==> config.mk <==
export PLATFORM = sky130hd
export DESIGN_NAME = output_port_flat
export DESIGN_NICKNAME = d
export VERILOG_FILES = /design/src/rtl/output_port_if.sv /design/src/rtl/output_port.sv /design/src/flat_wrapper.sv
export SDC_FILE = /design/constraint.sdc
export NUM_CORES = 1
export LEC_CHECK = 0
export BUFFER_PORTS_ARGS = -buffer_cell sky130_fd_sc_hd__buf_2
export CAP_MARGIN = 20
export CELL_PAD_IN_SITES_DETAIL_PLACEMENT = 0
export CELL_PAD_IN_SITES_GLOBAL_PLACEMENT = 1
export CORE_MARGIN = 1.5
export CORE_UTILIZATION = 28
export CTS_BUF_LIST = sky130_fd_sc_hd__clkbuf_8
export DETAILED_ROUTE_END_ITERATION = 8
export PLACE_DENSITY = 0.87
export RECOVER_POWER = 25
export SLEW_MARGIN = 30
export SYNTH_ARGS = -nofsm -noshare
export SYNTH_HDL_FRONTEND = slang
export SYNTH_SLANG_ARGS = --single-unit
export TNS_END_PERCENT = 100
==> constraint.sdc <==
create_clock -name clk -period 4.45 [get_ports clk]
set_clock_uncertainty 0.05 [all_clocks]
set_input_delay 0.89 -clock clk [delete_from_list [all_inputs] [get_ports clk]]
set_output_delay 0.89 -clock clk [all_outputs]
set_load 0.01 [all_outputs]
==> src/rtl/output_port_if.sv <==
// Bundle of the arbitration, downstream-channel and flit signals of one BiNoC output port.
`timescale 1ns/1ps
interface output_port_if #(
    parameter int NUM_IN = 10,
    parameter int FLIT_W = 32
);
    logic              reqDnStr;
    logic              gntDnStr;
    logic              full1;
    logic              full2;
    logic [FLIT_W-1:0] PacketInPort0;
    logic [FLIT_W-1:0] PacketInPort1;
    logic [FLIT_W-1:0] PacketInPort2;
    logic [FLIT_W-1:0] PacketInPort3;
    logic [FLIT_W-1:0] PacketInPort4;
    logic [FLIT_W-1:0] PacketInPort5;
    logic [FLIT_W-1:0] PacketInPort6;
    logic [FLIT_W-1:0] PacketInPort7;
    logic [FLIT_W-1:0] PacketInPort8;
    logic [FLIT_W-1:0] PacketInPort9;
    logic [NUM_IN-1:0] reqInCntr;
    logic [NUM_IN-1:0] gntInCntr;
    logic [FLIT_W-1:0] PacketOut;

    modport master (
        output reqDnStr, gntInCntr, PacketOut,
        input  gntDnStr, full1, full2, reqInCntr,
        input  PacketInPort0, PacketInPort1, PacketInPort2, PacketInPort3, PacketInPort4,
        input  PacketInPort5, PacketInPort6, PacketInPort7, PacketInPort8, PacketInPort9
    );

    modport slave (
        input  reqDnStr, gntInCntr, PacketOut,
        output gntDnStr, full1, full2, reqInCntr,
        output PacketInPort0, PacketInPort1, PacketInPort2, PacketInPort3, PacketInPort4,
        output PacketInPort5, PacketInPort6, PacketInPort7, PacketInPort8, PacketInPort9
    );
endinterface

==> src/rtl/output_port.sv <==
// BiNoC output-port controller: round-robin arbitration over 10 inputs, downstream channel
// request, and flit forwarding with per-VC backpressure; the lock is held until the tail flit.
`timescale 1ns/1ps
module output_port #(
    parameter int NUM_IN = 10,
    parameter int FLIT_W = 32
) (
    input  logic          clk,
    input  logic          rst,
    output_port_if.master bus
);
    typedef enum logic [1:0] {IDLE, REQ, XFER} state_t;

    localparam logic [1:0] TYPE_NONE = 2'b00;
    localparam logic [1:0] TYPE_TAIL = 2'b11;

    state_t            state;
    logic [3:0]        rr_ptr;
    logic [3:0]        idx;
    logic              vc;
    logic              req_dn;
    logic [FLIT_W-1:0] flit_p1;

    logic [FLIT_W-1:0] flits [NUM_IN];
    logic [FLIT_W-1:0] flit_sel;
    logic [4:0]        pick;
    logic              full_sel;
    logic              accept;
    logic [NUM_IN-1:0] gnt;

    function automatic logic [3:0] wrap_inc(input logic [3:0] v);
        return (v == 4'(NUM_IN - 1)) ? 4'd0 : v + 4'd1;
    endfunction

    // Returns {found, index}: first requester at or after ptr, wrapping past the last input.
    function automatic logic [4:0] rr_pick(input logic [NUM_IN-1:0] req, input logic [3:0] ptr);
        logic [3:0] j;
        logic [4:0] r;
        r = '0;
        j = ptr;
        for (int k = 0; k < NUM_IN; k++) begin
            if (!r[4] && req[j]) r = {1'b1, j};
            j = wrap_inc(j);
        end
        return r;
    endfunction

    always_comb begin
        flits[0] = bus.PacketInPort0;
        flits[1] = bus.PacketInPort1;
        flits[2] = bus.PacketInPort2;
        flits[3] = bus.PacketInPort3;
        flits[4] = bus.PacketInPort4;
        flits[5] = bus.PacketInPort5;
        flits[6] = bus.PacketInPort6;
        flits[7] = bus.PacketInPort7;
        flits[8] = bus.PacketInPort8;
        flits[9] = bus.PacketInPort9;
    end

    assign pick     = rr_pick(bus.reqInCntr, rr_ptr);
    assign flit_sel = flits[idx];
    assign full_sel = vc ? bus.full2 : bus.full1;
    assign accept   = (state == XFER) && bus.gntDnStr && !full_sel && (flit_sel[29:28] != TYPE_NONE);

    always_comb begin
        gnt = '0;
        if (accept) gnt[idx] = 1'b1;
    end

    assign bus.gntInCntr = gnt;
    assign bus.reqDnStr  = req_dn;
    assign bus.PacketOut = flit_p1;

    // Stage p0 -> p1: arbitration state and the forwarded flit register.
    always_ff @(posedge clk or posedge rst) begin
        if (rst) begin
            state   <= IDLE;
            rr_ptr  <= 4'd0;
            idx     <= 4'd0;
            vc      <= 1'b0;
            req_dn  <= 1'b0;
            flit_p1 <= '0;
        end else begin
            flit_p1 <= accept ? flit_sel : '0;
            case (state)
                IDLE: begin
                    if (pick[4]) begin
                        idx    <= pick[3:0];
                        vc     <= flits[pick[3:0]][24];
                        req_dn <= 1'b1;
                        state  <= REQ;
                    end
                end
                REQ: begin
                    if (bus.gntDnStr) state <= XFER;
                end
                XFER: begin
                    if (accept && flit_sel[29:28] == TYPE_TAIL) begin
                        rr_ptr <= wrap_inc(idx);
                        req_dn <= 1'b0;
                        state  <= IDLE;
                    end
                end
                default: state <= IDLE;
            endcase
        end
    end
endmodule

==> src/flat_wrapper.sv <==
// flat-port wrapper written by rule: the top's interface ports become plain ports
module output_port_flat 
#(
    parameter int NUM_IN = 10,
    parameter int FLIT_W = 32
)
  (clk, rst, bus_reqDnStr, bus_gntInCntr, bus_PacketOut, bus_gntDnStr, bus_full1, bus_full2, bus_reqInCntr, bus_PacketInPort0, bus_PacketInPort1, bus_PacketInPort2, bus_PacketInPort3, bus_PacketInPort4, bus_PacketInPort5, bus_PacketInPort6, bus_PacketInPort7, bus_PacketInPort8, bus_PacketInPort9);
  output_port_if #(.NUM_IN(NUM_IN), .FLIT_W(FLIT_W)) bus_i ();
  input  logic clk;
  input  logic rst;
  output wire logic [$bits(bus_i.reqDnStr)-1:0] bus_reqDnStr;
  output wire logic [$bits(bus_i.gntInCntr)-1:0] bus_gntInCntr;
  output wire logic [$bits(bus_i.PacketOut)-1:0] bus_PacketOut;
  input wire logic [$bits(bus_i.gntDnStr)-1:0] bus_gntDnStr;
  input wire logic [$bits(bus_i.full1)-1:0] bus_full1;
  input wire logic [$bits(bus_i.full2)-1:0] bus_full2;
  input wire logic [$bits(bus_i.reqInCntr)-1:0] bus_reqInCntr;
  input wire logic [$bits(bus_i.PacketInPort0)-1:0] bus_PacketInPort0;
  input wire logic [$bits(bus_i.PacketInPort1)-1:0] bus_PacketInPort1;
  input wire logic [$bits(bus_i.PacketInPort2)-1:0] bus_PacketInPort2;
  input wire logic [$bits(bus_i.PacketInPort3)-1:0] bus_PacketInPort3;
  input wire logic [$bits(bus_i.PacketInPort4)-1:0] bus_PacketInPort4;
  input wire logic [$bits(bus_i.PacketInPort5)-1:0] bus_PacketInPort5;
  input wire logic [$bits(bus_i.PacketInPort6)-1:0] bus_PacketInPort6;
  input wire logic [$bits(bus_i.PacketInPort7)-1:0] bus_PacketInPort7;
  input wire logic [$bits(bus_i.PacketInPort8)-1:0] bus_PacketInPort8;
  input wire logic [$bits(bus_i.PacketInPort9)-1:0] bus_PacketInPort9;
  assign bus_reqDnStr = bus_i.reqDnStr;
  assign bus_gntInCntr = bus_i.gntInCntr;
  assign bus_PacketOut = bus_i.PacketOut;
  assign bus_i.gntDnStr = bus_gntDnStr;
  assign bus_i.full1 = bus_full1;
  assign bus_i.full2 = bus_full2;
  assign bus_i.reqInCntr = bus_reqInCntr;
  assign bus_i.PacketInPort0 = bus_PacketInPort0;
  assign bus_i.PacketInPort1 = bus_PacketInPort1;
  assign bus_i.PacketInPort2 = bus_PacketInPort2;
  assign bus_i.PacketInPort3 = bus_PacketInPort3;
  assign bus_i.PacketInPort4 = bus_PacketInPort4;
  assign bus_i.PacketInPort5 = bus_PacketInPort5;
  assign bus_i.PacketInPort6 = bus_PacketInPort6;
  assign bus_i.PacketInPort7 = bus_PacketInPort7;
  assign bus_i.PacketInPort8 = bus_PacketInPort8;
  assign bus_i.PacketInPort9 = bus_PacketInPort9;
  output_port #(.NUM_IN(NUM_IN), .FLIT_W(FLIT_W)) u_core (.clk(clk), .rst(rst), .bus(bus_i));
endmodule
# Yosys cells after proc, flatten, opt, wreduce, memory -nomap -nowiden
# Index checks and enable logic that the tools add are counted.
[word_totals]
ff_bits = 44
inputBits = 335
elab_cells = 137
[classes]
n_lt_le_gt_ge = 14
reduce_logical = 31
bitwise_logic = 2
mux = 58
addsub = 10
eq_ne = 16
[ops]
columns = ["operator", "n"]
rows = [
  ["binary-select mux 32 bit (select 4 bit)", 2],
  ["2-to-1 mux 32 bit", 3],
  ["less-than comparator 4 x 5 -> 1 bit (second input constant)", 11],
  ["2-to-1 mux 25 bit", 2],
  ["2-to-1 mux 5 bit", 10],
  ["adder 4 x 1 -> 4 bit (second input constant)", 10],
  ["binary-select mux 1 bit (select 4 bit)", 10],
  ["equality test 4 bit (second input constant)", 10],
  ["2-to-1 mux 4 bit", 10],
  ["logical AND 1 bit", 14],
  ["2-to-1 mux 1 bit", 14],
  ["greater-or-equal comparator 5 bit (second input constant)", 2],
  ["logical NOT 1 bit", 10],
  ["2-to-1 mux 10 bit", 1],
  ["NOT 4 -> 5 bit", 2],
  ["2-to-1 mux 2 bit", 3],
  ["one-hot mux 2 bit (3 select lines)", 1],
  ["AND reduction 3 bit", 2],
  ["demux 1 bit (select 4 bit)", 1],
  ["equality test 2 bit (second input constant)", 2],
  ["greater-or-equal comparator 4 x 1 -> 1 bit (second input constant)", 1],
  ["inequality test 2 bit (second input constant)", 2],
  ["AND reduction 2 bit", 2],
  ["nonzero test 2 bit", 2],
  ["other kinds (4)", 4],
]

# Depth between registers and ports, before layout
[depth]
ltp_word = 34
ltp_mapped = 20

# Least setup slack after synthesis
# OpenSTA, ideal clock, no wires.
[synth_timing]
path_kind = "reg-to-reg"
from = "register u_core.rr_ptr[2]"
to = "register u_core.vc"
t_arrival_ps = 4171
path_stages_with_launch = 21
n_path_buf = 5
slack_ps = 108
path_cell_list = "dfrtp_1 buf_4 buf_6 buf_2 clkbuf_1 a21oi_1 a221oi_1 inv_1 ha_1 clkbuf_1 nand4b_1 o211a_1 nor2_1 a32o_1 o211a_1 a21oi_1 a211o_1 o21a_1 mux2_2 or3_1 a41o_1"
[synth_via]
elab_chain_cells = 34
[synth_rtl]
columns = ["item", "line", "rtl"]
rows = [
  ["start: declaration", "output_port.sv:18", "logic [3:0] rr_ptr;"],
  ["start signal: assignment", "output_port.sv:100", "rr_ptr <= wrap_inc(idx);"],
  ["parallel branches: the longest is 29 deep, another holds adder 4 x 1 -> 4 bit", "n/a", ""],
  ["2-to-1 mux 5 bit *", "output_port.sv:42", "if (!r[4] && req[j]) r = {1'b1, j};"],
  ["NOT 4 -> 5 bit (not written as such)", "output_port.sv:90", "vc <= flits[pick[3:0]][24];"],
  ["binary-select mux 32 bit (select 4 bit)", "output_port.sv:90", ""],
  ["2-to-1 mux 25 bit (not written as such) (2 in series)", "output_port.sv:90", ""],
  ["end signal: assignment", "output_port.sv:90", ""],
  ["end: declaration", "output_port.sv:20", "logic vc;"],
]
# Mark *: on every way between the ends. The select of a mux whose other input is x is not followed.
# A chain may end at the register's enable or synchronous reset.

# Final worst setup path
[layout_timing]
from = "register u_core.rr_ptr[1]"
to = "register u_core.vc"
# The elaborated chain is that of the path after synthesis.

==> metrics.md <==
| Metric | Value |
|---|---|
| Status | `finished with violations` |
| Failing checks | `max-capacitance violations, max-slew violations` |
| Die area | `22,300 um2` |
| First-pass GRT wire length | `41.9 mm` |
| Mean Syn Cell Area | `8.71 um2` |
| Final instance area | `8430 um2` |
| # rows | `53` |
| Worst Max-Slew Pin Slew | `2.14 ns` |
| Starting Density | `0.285` |
| Synth unique cells | `80` |
| WL per Instance | `21.2 um` |
| Gr usage total | `0.246` |
| Layout Nets | `1,392` |
| Critical-path cell list | `buf_4, and2b_2, nand2_1, a221oi_1, buf_4, o21ai_2, or4b_1, or3_1, nand4_1, nand2_1, a2111oi_0, o221ai_1, a41o_1` |
| # setup viols final | `0` |
| # H-tree levels | `2` |
| Starting DRT DRC Count | `888` |
| Root Buffer | `clkbuf_8` |
| PD cells | `560 nW/um2` |
| Number of flops mapped to enable cells by yosys | `0` |
| WL met3 | `2.57 mm` |
| CTS clk-pin slew, worst paths | `0.10 ns` |
| Unrepaired setup endpoints after global routing | `false` |
| Slew Viols, Final | `45` |
| Most frequent cells in the layout | `377 x buf_2, 90 x nor2_1, 64 x mux4_2` |
| Initial antenna violation count | `3` |
| Leakage | `3.91 nW` |
| Commonest non-fill, non-tap cell in the layout | `buf_2` |
| # fillers | `2,148` |
| Drt first pass iters | `5` |
| Die width | `149 um` |
| Clk buf depth | `2` |
| Via count | `7,579` |
| Post-synth ARST share | `1.00` |
| ANT nets after route | `0` |
| Final Hold Fails | `0` |
| Hold Slack | `0.464 ns` |
| Met2 wire len | `13.4 mm` |
| Drt total wl | `28.3 mm` |
| Crit-path max cell delay | `0.59 ns` |
| Post-Syn Area | `5990 um2` |
| Ys Warns | `0` |
| Worst hold-check path type | `flip-flop to flip-flop` |
| GP Congestion | `0.973` |
| Worst-Skew Late Latency | `0.31 ns` |
| Largest net degree at the start of global routing | `45` |
| CTS Hold Bufs | `0` |
| Crit-path slowest cell | `or4b_1` |
| CTS tree | `yes` |
| Relative slew slack | `-0.435` |
| Post_cts resized | `0` |
| Crit Path Class | `flip-flop to flip-flop` |
| Highest Clock Rate | `239 MHz` |
| Drt drc | `0` |
| Area Overhead vs Synth | `40.9%` |
| Core area | `21,000 um2` |
| Postcts setup bufs | `0` |
| Arr. time, crit path | `4.36 ns` |
| Area after DPL | `8300 um2` |
| Highest routed layer | `met5` |
| CP Max Fanout | `16` |
| Crit path launch type | `flip-flop` |
| Max-cap violations | `1` |
| Global route overflow | `0` |
| Layout cells sized above 1 | `0.494` |
| Fin crit share | `0.942` |
| Crit path time final | `4.19 ns` |
| I/O Pins | `378` |
| Setup crit end kind | `flip-flop` |
| CP required | `4.61 ns` |
| Synth Net Count | `1,024` |
| Port buffer count | `377` |
| Vert. Die Dim | `149 um` |
| CTS sink cnt | `44` |
| Maximum vdd ir drop | `0.000264 V` |
| Vias in the first global route | `7,330` |
| Half-perimeter wire length after placement | `23.5 mm` |
| Register area share after synthesis | `0.184` |
| Met1 WL | `11.4 mm` |
| Synth Flop Type | `dfrtp_1` |
| Synth Instances | `687` |
| Num CTS Buffers | `5` |
| Fin Setup TNS | `0 ns` |
| FF+latch count, synth | `44` |
| Via density | `5.69` |
## layer usage
metal,up-vias,global-route usage
met1,3663,0.330
li1,3416,-
met3,71,0.0566
met5,-,0
met4,6,0.0837
met2,423,0.389
## per-stage QoR
step | utilization | power (mW) | setup slack, ns | instances
after global placement | 0.395 | 4.31 | 0.221 | 1323
final | 0.401 | 4.72 | 0.258 | 1332
after global routing | 0.401 | 5.10 | 0.0461 | 1331
after detailed placement | 0.395 | 4.32 | 0.123 | 1323
after CTS | 0.400 | 4.67 | 0.124 | 1331
after floorplan | - | 3.19 | 0.108 | 687
## final cells by class
| class | count | area (um2) | area share |
|---|---|---|---|
| Multi-Input combinational cell | 568 | 4580 | 0.543 |
| Timing Repair Buffer | 424 | 2240 | 0.266 |
| Clock buffer | 5 | 68.8 | 0.00816 |
| Inverter | 12 | 46.3 | 0.00549 |
| Sequential cell | 44 | 1110 | 0.131 |
| Antenna cell | 1 | 2.50 | 0.000297 |
| Clock inverter | 3 | 46.3 | 0.00549 |
| Tap cell | 275 | 344 | 0.0408 |
## critical path: cells and delay by family, from the launching register on
family / cells / cell delay, ns
simple gates: 6 / 1.74
flops: 1 / 0.56
buf+inv: 2 / 0.47
compound gates: 5 / 1.28
## cells in the mapped netlist, types with 7 or more instances
cell type   n  area, um2
nor2_1     90        338
mux4_2     64       1440
a21oi_1    53        265
nand2_1    50        188
o21ai_0    45        225
dfrtp_1    44       1100
clkbuf_1   33        124
mux2i_1    29        290
a22oi_1    22        165
a211oi_1   20        150
nand2b_1   16        100
nor3_1     14       70.1
buf_2      12       60.1
nor2b_1    12       75.1
buf_1      11       41.3
inv_1      11       41.3
nand3_1    10       50.1
a31oi_1     7       43.8
o211ai_1    7       52.6
## state kept, by name (all words and copies together), names as in the netlist
name and count:
u_core.state 2, u_core.rr_ptr 4, u_core.idx 4, u_core.vc 1, u_core.bus.reqDnStr 1, u_core.bus.PacketOut 32
## power by group
part | internal, mW | switching (mW)
clock network | 0.169 | 0.158
registers | 0.467 | 0.109
logic | 1.68 | 2.13
total | 2.32 | 2.40
## path summary, 6_finish.rpt
check / from / endpoint / slack (ns) / cells past startpoint
setup / recovery: u_core.rr_ptr[1] / u_core.vc / 0.26 / 13
hold / removal: u_core.bus.reqDnStr / u_core.bus.reqDnStr / 0.46 / 2
setup reg to reg: u_core.rr_ptr[1] / u_core.vc / 0.26 / 13
hold reg to reg: u_core.bus.reqDnStr / u_core.bus.reqDnStr / 0.46 / 2
max in group asynchronous: rst / u_core.idx[0] / 2.10 / 2
min in group asynchronous: rst / u_core.state[1] / 1.07 / 2
## kinds of logic (layout without fill, tap and decap cells)
kind of cell | after synthesis | count (layout) | share of synthesized area
and+or+nand+nor | 237 | 237 | 0.193
AOI/OAI and AO/OA | 226 | 226 | 0.257
muxes | 98 | 98 | 0.299
buffers and inverters | 75 | 444 | 0.0558
DFF | 44 | 44 | 0.184
xor gates and xnor gates | 5 | 5 | 0.00732
adders and majority gates | 2 | 2 | 0.00418
other | 0 | 1 | 0
(Power assumes the default switching activity.)
